[config.mk]
export PLATFORM = sky130hd
export DESIGN_NAME = fft_mod_arbiter
export DESIGN_NICKNAME = d
export VERILOG_FILES = /design/src/rtl/fft_mod_arbiter.sv
export SDC_FILE = /design/constraint.sdc
export NUM_CORES = 1
export LEC_CHECK = 0
export BUFFER_PORTS_ARGS = -buffer_cell sky130_fd_sc_hd__buf_2
export CAP_MARGIN = 20
export CORE_MARGIN = 2
export CORE_UTILIZATION = 40
export DETAILED_ROUTE_END_ITERATION = 7
export PLACE_DENSITY_LB_ADDON = 0.12
export SYNTH_ARGS = -nofsm -noshare
export SYNTH_HDL_FRONTEND = slang
export SYNTH_SLANG_ARGS = --single-unit
[constraint.sdc]
create_clock -name clk_50m -period 6.8 [get_ports clk_50m]
set_clock_uncertainty 0.2 [all_clocks]
set_input_delay 0 -clock clk_50m [delete_from_list [all_inputs] [get_ports clk_50m]]
set_output_delay 0 -clock clk_50m [all_outputs]
set_load 0.02 [all_outputs]
[src/rtl/fft_mod_arbiter.sv]
// Frame-level round-robin arbiter feeding two FFT streams into one magnitude datapath,
// with a delay line that tags datapath results with channel and frame boundaries.
module fft_mod_arbiter #(
    parameter int DW        = 16,
    parameter int FRAME_LEN = 256,
    parameter int PIPE_LAT  = 19,
    parameter int GAP_CYC   = 2
) (
    input  logic          clk_50m,
    input  logic          rst,
    input  logic [DW-1:0] ch0_real,
    input  logic [DW-1:0] ch0_imag,
    input  logic          ch0_sop,
    input  logic          ch0_eop,
    input  logic          ch0_valid,
    output logic          ch0_ready,
    input  logic [DW-1:0] ch1_real,
    input  logic [DW-1:0] ch1_imag,
    input  logic          ch1_sop,
    input  logic          ch1_eop,
    input  logic          ch1_valid,
    output logic          ch1_ready,
    output logic [DW-1:0] mod_real,
    output logic [DW-1:0] mod_imag,
    output logic          mod_valid,
    output logic          res_valid,
    output logic          res_sop,
    output logic          res_eop,
    output logic          res_ch,
    output logic          len_err,
    output logic          drop_err
);
    typedef enum logic [1:0] {IDLE, GRANT0, GRANT1, GAP} state_t;

    localparam logic [8:0] LAST_CNT = 9'(FRAME_LEN - 1);
    localparam logic [7:0] GAP_LAST = 8'(GAP_CYC - 1);

    state_t        state, state_nxt;
    logic          last, first;
    logic          tag_sop, tag_eop, tag_ch;
    logic [8:0]    cnt;
    logic [7:0]    gap_cnt;
    logic          req0, req1, xfer, sel_ch, sel_eop, at_last, end_beat, len_bad, drop;
    logic [DW-1:0] sel_real, sel_imag;
    logic [3:0]    dly [PIPE_LAT];

    assign req0     = ch0_valid & ch0_sop;
    assign req1     = ch1_valid & ch1_sop;
    assign sel_ch   = (state == GRANT1);
    assign sel_real = sel_ch ? ch1_real : ch0_real;
    assign sel_imag = sel_ch ? ch1_imag : ch0_imag;
    assign sel_eop  = sel_ch ? ch1_eop  : ch0_eop;
    assign at_last  = (cnt == LAST_CNT);
    assign end_beat = sel_eop | at_last;
    // Only eop landing exactly on the last count is a clean end; any other end is an error.
    assign len_bad  = sel_eop ^ at_last;
    assign drop     = (state == IDLE) & ((ch0_valid & ~ch0_sop) | (ch1_valid & ~ch1_sop));

    always_ff @(posedge clk_50m or posedge rst) begin
        if (rst) state <= IDLE;
        else     state <= state_nxt;
    end

    always_comb begin
        state_nxt = state;
        ch0_ready = 1'b0;
        ch1_ready = 1'b0;
        xfer      = 1'b0;
        case (state)
            IDLE: begin
                ch0_ready = ch0_valid & ~ch0_sop;
                ch1_ready = ch1_valid & ~ch1_sop;
                if (req0 && (!req1 || last)) state_nxt = GRANT0;
                else if (req1)               state_nxt = GRANT1;
            end
            GRANT0: begin
                ch0_ready = 1'b1;
                xfer      = ch0_valid;
                if (xfer && end_beat) state_nxt = GAP;
            end
            GRANT1: begin
                ch1_ready = 1'b1;
                xfer      = ch1_valid;
                if (xfer && end_beat) state_nxt = GAP;
            end
            GAP: begin
                if (gap_cnt == GAP_LAST) state_nxt = IDLE;
            end
            default: state_nxt = IDLE;
        endcase
    end

    always_ff @(posedge clk_50m or posedge rst) begin
        if (rst) begin
            mod_real  <= '0;
            mod_imag  <= '0;
            mod_valid <= 1'b0;
            tag_sop   <= 1'b0;
            tag_eop   <= 1'b0;
            tag_ch    <= 1'b0;
            len_err   <= 1'b0;
            drop_err  <= 1'b0;
            cnt       <= '0;
            gap_cnt   <= '0;
            first     <= 1'b0;
            last      <= 1'b1;
        end else begin
            mod_valid <= xfer;
            tag_sop   <= xfer & first;
            tag_eop   <= xfer & end_beat;
            len_err   <= xfer & len_bad;
            drop_err  <= drop;
            if (xfer) begin
                mod_real <= sel_real;
                mod_imag <= sel_imag;
                tag_ch   <= sel_ch;
                cnt      <= cnt + 9'd1;
                first    <= 1'b0;
            end
            if (state == IDLE && state_nxt != IDLE) begin
                last  <= (state_nxt == GRANT1);
                cnt   <= '0;
                first <= 1'b1;
            end
            if (state == GAP) gap_cnt <= gap_cnt + 8'd1;
            else              gap_cnt <= '0;
        end
    end

    // Tags travel alongside mod_valid so they emerge with the datapath result.
    always_ff @(posedge clk_50m or posedge rst) begin
        if (rst) begin
            for (int unsigned i = 0; i < PIPE_LAT; i++) dly[i] <= '0;
        end else begin
            dly[0] <= {mod_valid, tag_sop, tag_eop, tag_ch};
            for (int unsigned i = 1; i < PIPE_LAT; i++) dly[i] <= dly[i-1];
        end
    end

    assign {res_valid, res_sop, res_eop, res_ch} = dly[PIPE_LAT-1];

endmodule

== Word-level counts from Yosys, hierarchy flattened ==
Cells that the tools add are included.
Operators by class
  reductions and logical operators: 9
  eq/ne operators: 6
  add/sub/neg operators: 2
  muxes and demuxes: 17
  bitwise operators: 13
Operators with widths (count)
  two-way mux 16 bit: 2
  two-way mux 9 bit: 2
  two-way mux 2 bit: 5
  adder 9 x 1 -> 9 bit, second input constant: 1
  == test 9 x 8 -> 1 bit, second input constant: 1
  adder 8 x 1 -> 8 bit, second input constant: 1
  AND 1 bit: 8
  == test 8 x 1 -> 1 bit, second input constant: 1
  two-way mux 8 bit: 1
  one-hot mux 2 bit (4 select lines): 1
  == test 2 bit, second input constant: 3
  one-hot mux 1 bit (2 select lines): 3
  logical AND 1 bit: 4
  nonzero test 2 bit: 2
  two-way mux 1 bit: 3
  == test 2 x 1 -> 1 bit, second input constant: 1
  zero test 2 bit: 1
  inverter 1 bit: 2
  OR 1 bit: 2
  zero test 1 bit: 1
  logical OR 1 bit: 1
  bitwise XOR 1 bit: 1
Word-level totals
  bits of input ports: 72
  flip-flop bits (word level): 135
  logic and storage cells: 79

== Depth between registers and ports, before layout ==
  depth in word-level cells: 9
  mapped depth: 10
  mapped depth without buffers: 10

== Worst setup path after synthesis ==
OpenSTA, ideal clock, no wires.
  path type: register to register
  start: reg state[0]
  end: reg last
  buffers on the path: 3
  path slack: 4453 ps
  arrival time: 2084 ps
  library setup time: 63 ps
  cell stages (with the launch flop): 11
  path through: dfrtp_1 -> inv_1 -> ha_1 -> buf_2 -> buf_4 -> buf_2 -> mux2i_1 -> ha_1 -> and3b_1 -> o221ai_1 -> and4_1
Between the ends
  word-level cells in the longest chain between the ends: 8
Ends and longest elaborated chain
  start, declared: line 38  | state_t state, state_nxt;
  start signal, assigned: line 61  | else state <= state_nxt;
  == test 2 bit *: line 49  | assign sel_ch = (state == GRANT1);
  via sel_ch: line 43  | logic req0, req1, xfer, sel_ch, sel_eop, at_last, end_beat, len_bad, drop;
  two-way mux 1 bit: line 52  | assign sel_eop = sel_ch ? ch1_eop : ch0_eop;
  OR 1 bit: line 54  | assign end_beat = sel_eop | at_last;
  logical AND 1 bit (on tied branches): line 84, 79
  two-way mux 2 bit (on tied branches): line 84, 79
  one-hot mux 2 bit (4 select lines) *: line 69  | case (state)
  nonzero test 2 bit: line 120  | if (state == IDLE && state_nxt != IDLE) begin
  logical AND 1 bit: line 120
  end signal, assigned: line 121  | last <= (state_nxt == GRANT1);
  end, declared: line 39  | logic last, first;
Mark *: on every way through the listed nets, which the timed path passes. The rest lies on a longest branch.
A chain may end at the register's enable or synchronous reset.

== Final worst setup path ==
  start: reg state[0]
  end: reg state[0]
Between the ends
  word-level cells in the longest chain between the ends: 6
Ends and longest elaborated chain (line)
  == test 2 bit *: 49
  via sel_ch: 43
  two-way mux 1 bit: 52
  OR 1 bit: 54
  logical AND 1 bit (on tied branches): 84, 79
  two-way mux 2 bit (on tied branches): 84, 79
  one-hot mux 2 bit (4 select lines) *: 69
  via state_nxt[0]: 38
Marks and branches as above.

==> summary.txt <==
Outcome
  • Status: completed

STA
  • Final slew viol count: 0
  • Worst Setup Slack, final: 3140 ps
  • Setup_tns: 0 ps
  • RSZ-0062 raised after global routing: false
  • Final period util: 53.9%
  • Highest Clock Rate: 273 MHz
  • Final setup viols: 0
  • Slew headroom: 38.5%
  • Minimum clock period: 3660 ps
  • Final hold vios: 0
  • Worst slew pin tran: 921 ps

Floorplanning
  • # IOs: 113
  • Core region area: 11900 sq um
  • Die X-Extent: 114 microns
  • Row Count: 40
  • Die area: 13000 sq um
  • Die Y: 114 microns
  • Initial Util: 40.8%

Logic synthesis
  • Post-Synth Adder-Cell Area: 2.32%
  • Complex-gate fraction of the synthesized area: 12.3%
  • Syn Inst Count: 364
  • Avg Cell Area, Syn: 13.3 sq um
  • Netlist cell types: 46
  • Syn nets: 445
  • Number of synthesized flops with an enable pin: 0
  • Synth Flop Type: dfrtp_1
  • Post-Syn Area: 4860 sq um
  • Xor/xnor cell area share of the yosys netlist: 0.541%
  • Most frequent cells after synthesis: 134 x dfrtp_1, 72 x o21ai_0, 33 x mux2i_1
  • Post-Synth Simple-Gate Area: 5.72%
  • Ys async rst share: 100%
  • Combinational family with the most area after synthesis: compound AO/OA/AOI/OAI gates
  • Most common cell in the synthesized netlist: dfrtp_1
  • Yosys reg bits: 135
  • Synth warn: 0
  • Fraction of synthesized area in multiplexers: 7.03%
  • Register area share after synthesis: 69.6%
  • Top cells by area, synth: dfrtp_1 69%, o21ai_0 7.4%, mux2i_1 6.8%
  • Area share of the largest cell type after synthesis: 69.1%
  • Yosys top cell by area: dfrtp_1

Flow run
  • Max Cap Viol: 0

Worst setup path
  • Top cell by count, worst path: dlygate4sd3_1
  • Top delay family on crit path: buffers and inverters
  • Worst Setup SP: state[0]
  • CP cell instances: inv_1 -> ha_2 -> buf_4 -> mux2i_1 -> dlygate4sd3_1 -> ha_1 -> and3b_1 -> o22ai_1 -> nand3_1 -> dlygate4sd3_1
  • Worst path max stage delay: 570 ps
  • CP Capture Type: register
  • Worst Path Buf+Inv: 4
  • Worst-path maximum fanout: 37
  • Crit path capture: state[0]
  • R2R Path Start: state[0]
  • WP data required: 6880 ps
  • CP Depth: 10
  • CP arrival: 3740 ps
  • CP max stage cell: dlygate4sd3_1
  • Reg2Reg Setup Slack: 3140 ps
  • RR Endpoint: state[0]
  • Worst setup path class: register to register
  • CP Launch Type: register
  • FF-to-FF path depth: 10

Drt
  • Detailed router's first-iteration violation count: 200
  • Routed WL: 10400 microns
  • Vias: 3478
  • Number of vias per cell: 4.87
  • Pre-Repair DR Iteration Count: 5
  • WL/cell: 14.6 microns
  • DRC viols: 0
  • Antenna viol nets, final: 0

Pwr
  • Total power: 3.14 mW
  • PwrDens: 452 nW/um^2
  • P_leak: 3.38 nW
  • Max rail drop VDD: 263 uV

Global route
  • Global Route Usage Sum: 16.7%
  • Largest net degree at the start of global routing: 70
  • Vias in the first global route: 3545
  • Initial antenna violation count: 0
  • First-pass GRT wire length: 16900 microns
  • Gr ovfl total: 0

Clocking
  • Clock transition at path regs: 50 ps
  • H-tree depth: 4
  • CTS resizes: 0
  • Clock Sinks: 135
  • TritonCTS clock tree: yes
  • Worst skew pair latency: 400 ps
  • CTS max path bufs: 2
  • CTS Buf Count: 17
  • CTS root buf: clkbuf_16
  • Post-CTS setup buffer count: 0

Placed design
  • # port buffers: 112
  • Post-DP HPWL: 6020 microns
  • Worst slack, placed: 4010 ps
  • GPL Wtd Cong: 0.740

Final layout
  • Antenna fix cells: 0
  • Fin util: 58.3%
  • Final net count: 637
  • Layout cells sized above 1: 27.0%
  • Layout overhead on the synthesized area: 43.0%

Worst hold path
  • Worst Hold Class: input pin to asynchronous set/reset pin
metal layers:
metal / routed length, microns / vias up / global-route usage (%)
li1: - / 1681 / -
met5: 0 / - / 0
met4: 220 / 0 / 8.46
met2: 5250 / 69 / 26.5
met3: 289 / 18 / 4.18
met1: 4680 / 1710 / 21.5
worst reg2reg max path: stages, from the launching register on:
cell	delay [ps]
dfrtp_1	460
inv_1	120
ha_2	220
buf_4	520
mux2i_1	250
dlygate4sd3_1	560
ha_1	190
and3b_1	200
o22ai_1	130
nand3_1	100
dlygate4sd3_1	570
repair_timing:
action,CTS,global route
hold buffers,76,0
hold endpoints to repair,105,0
setup endpoints to repair,0,0
final cells by class:
cell class / count / area [sq um]
clock buffers: 22 / 494
clock inverters: 8 / 144
fillers: 986 / 4970
inverters: 10 / 40.0
multi-input cells: 201 / 1360
flip-flops and latches: 135 / 3380
well taps: 147 / 184
repair buffers: 191 / 1340
power by group:
group	switching, mW	internal, mW	leakage [nW]
Clock	0.314	0.657	0.318
Sequential	0.111	1.10	1.78
Combinational	0.577	0.378	1.28
Total	1.00	2.14	3.38
logic make-up (layout without fill, tap and decap cells):
logic type	count (synthesis)	count (layout)
muxes	34	34
and+or+nand+nor	48	48
adders and majority gates	9	9
buffers and inverters	28	231
xor gates and xnor gates	3	3
AOI/OAI and AO/OA	107	107
DFF	135	135
metrics by stage:
step                cells  area [sq um]  hold slack (ps)
floorplan             364          4860            -33.6
global route          714          6940              151
finish                714          6940              114
detailed placement    608          5550             18.3
CTS                   714          6940              132
global placement      608          5550            -1.79
layout by cell type, fill, tap and decap left out, types with 3 or more instances in the layout:
cell type,count
dfrtp_1,134
buf_2,112
dlygate4sd3_1,76
o21ai_0,72
mux2i_1,33
clkbuf_16,17
a21oi_1,12
inv_1,9
nor2_1,8
ha_1,8
nand2_1,7
or3_1,7
nand3_1,5
clkbuf_8,5
a21o_1,4
nand4_1,4
and3_1,4
bufinv_16,4
clkinv_2,3
buf_4,3
worst min-delay path by stage:
stage                     to  slack [ps]
floorplan           drop_err         -30
global placement     res_sop          -2
detailed placement   res_sop          20
CTS                   dly[6]         130
global route         dly[35]         150
finish                dly[6]         110
flip-flops by register name, indices dropped and copies added (netlist names), 2 cells and up:
register,flops
dly,72
mod_imag,16
mod_real,16
cnt,9
gap_cnt,8
state,2
Note: power is estimated with default switching activity, not from simulation.
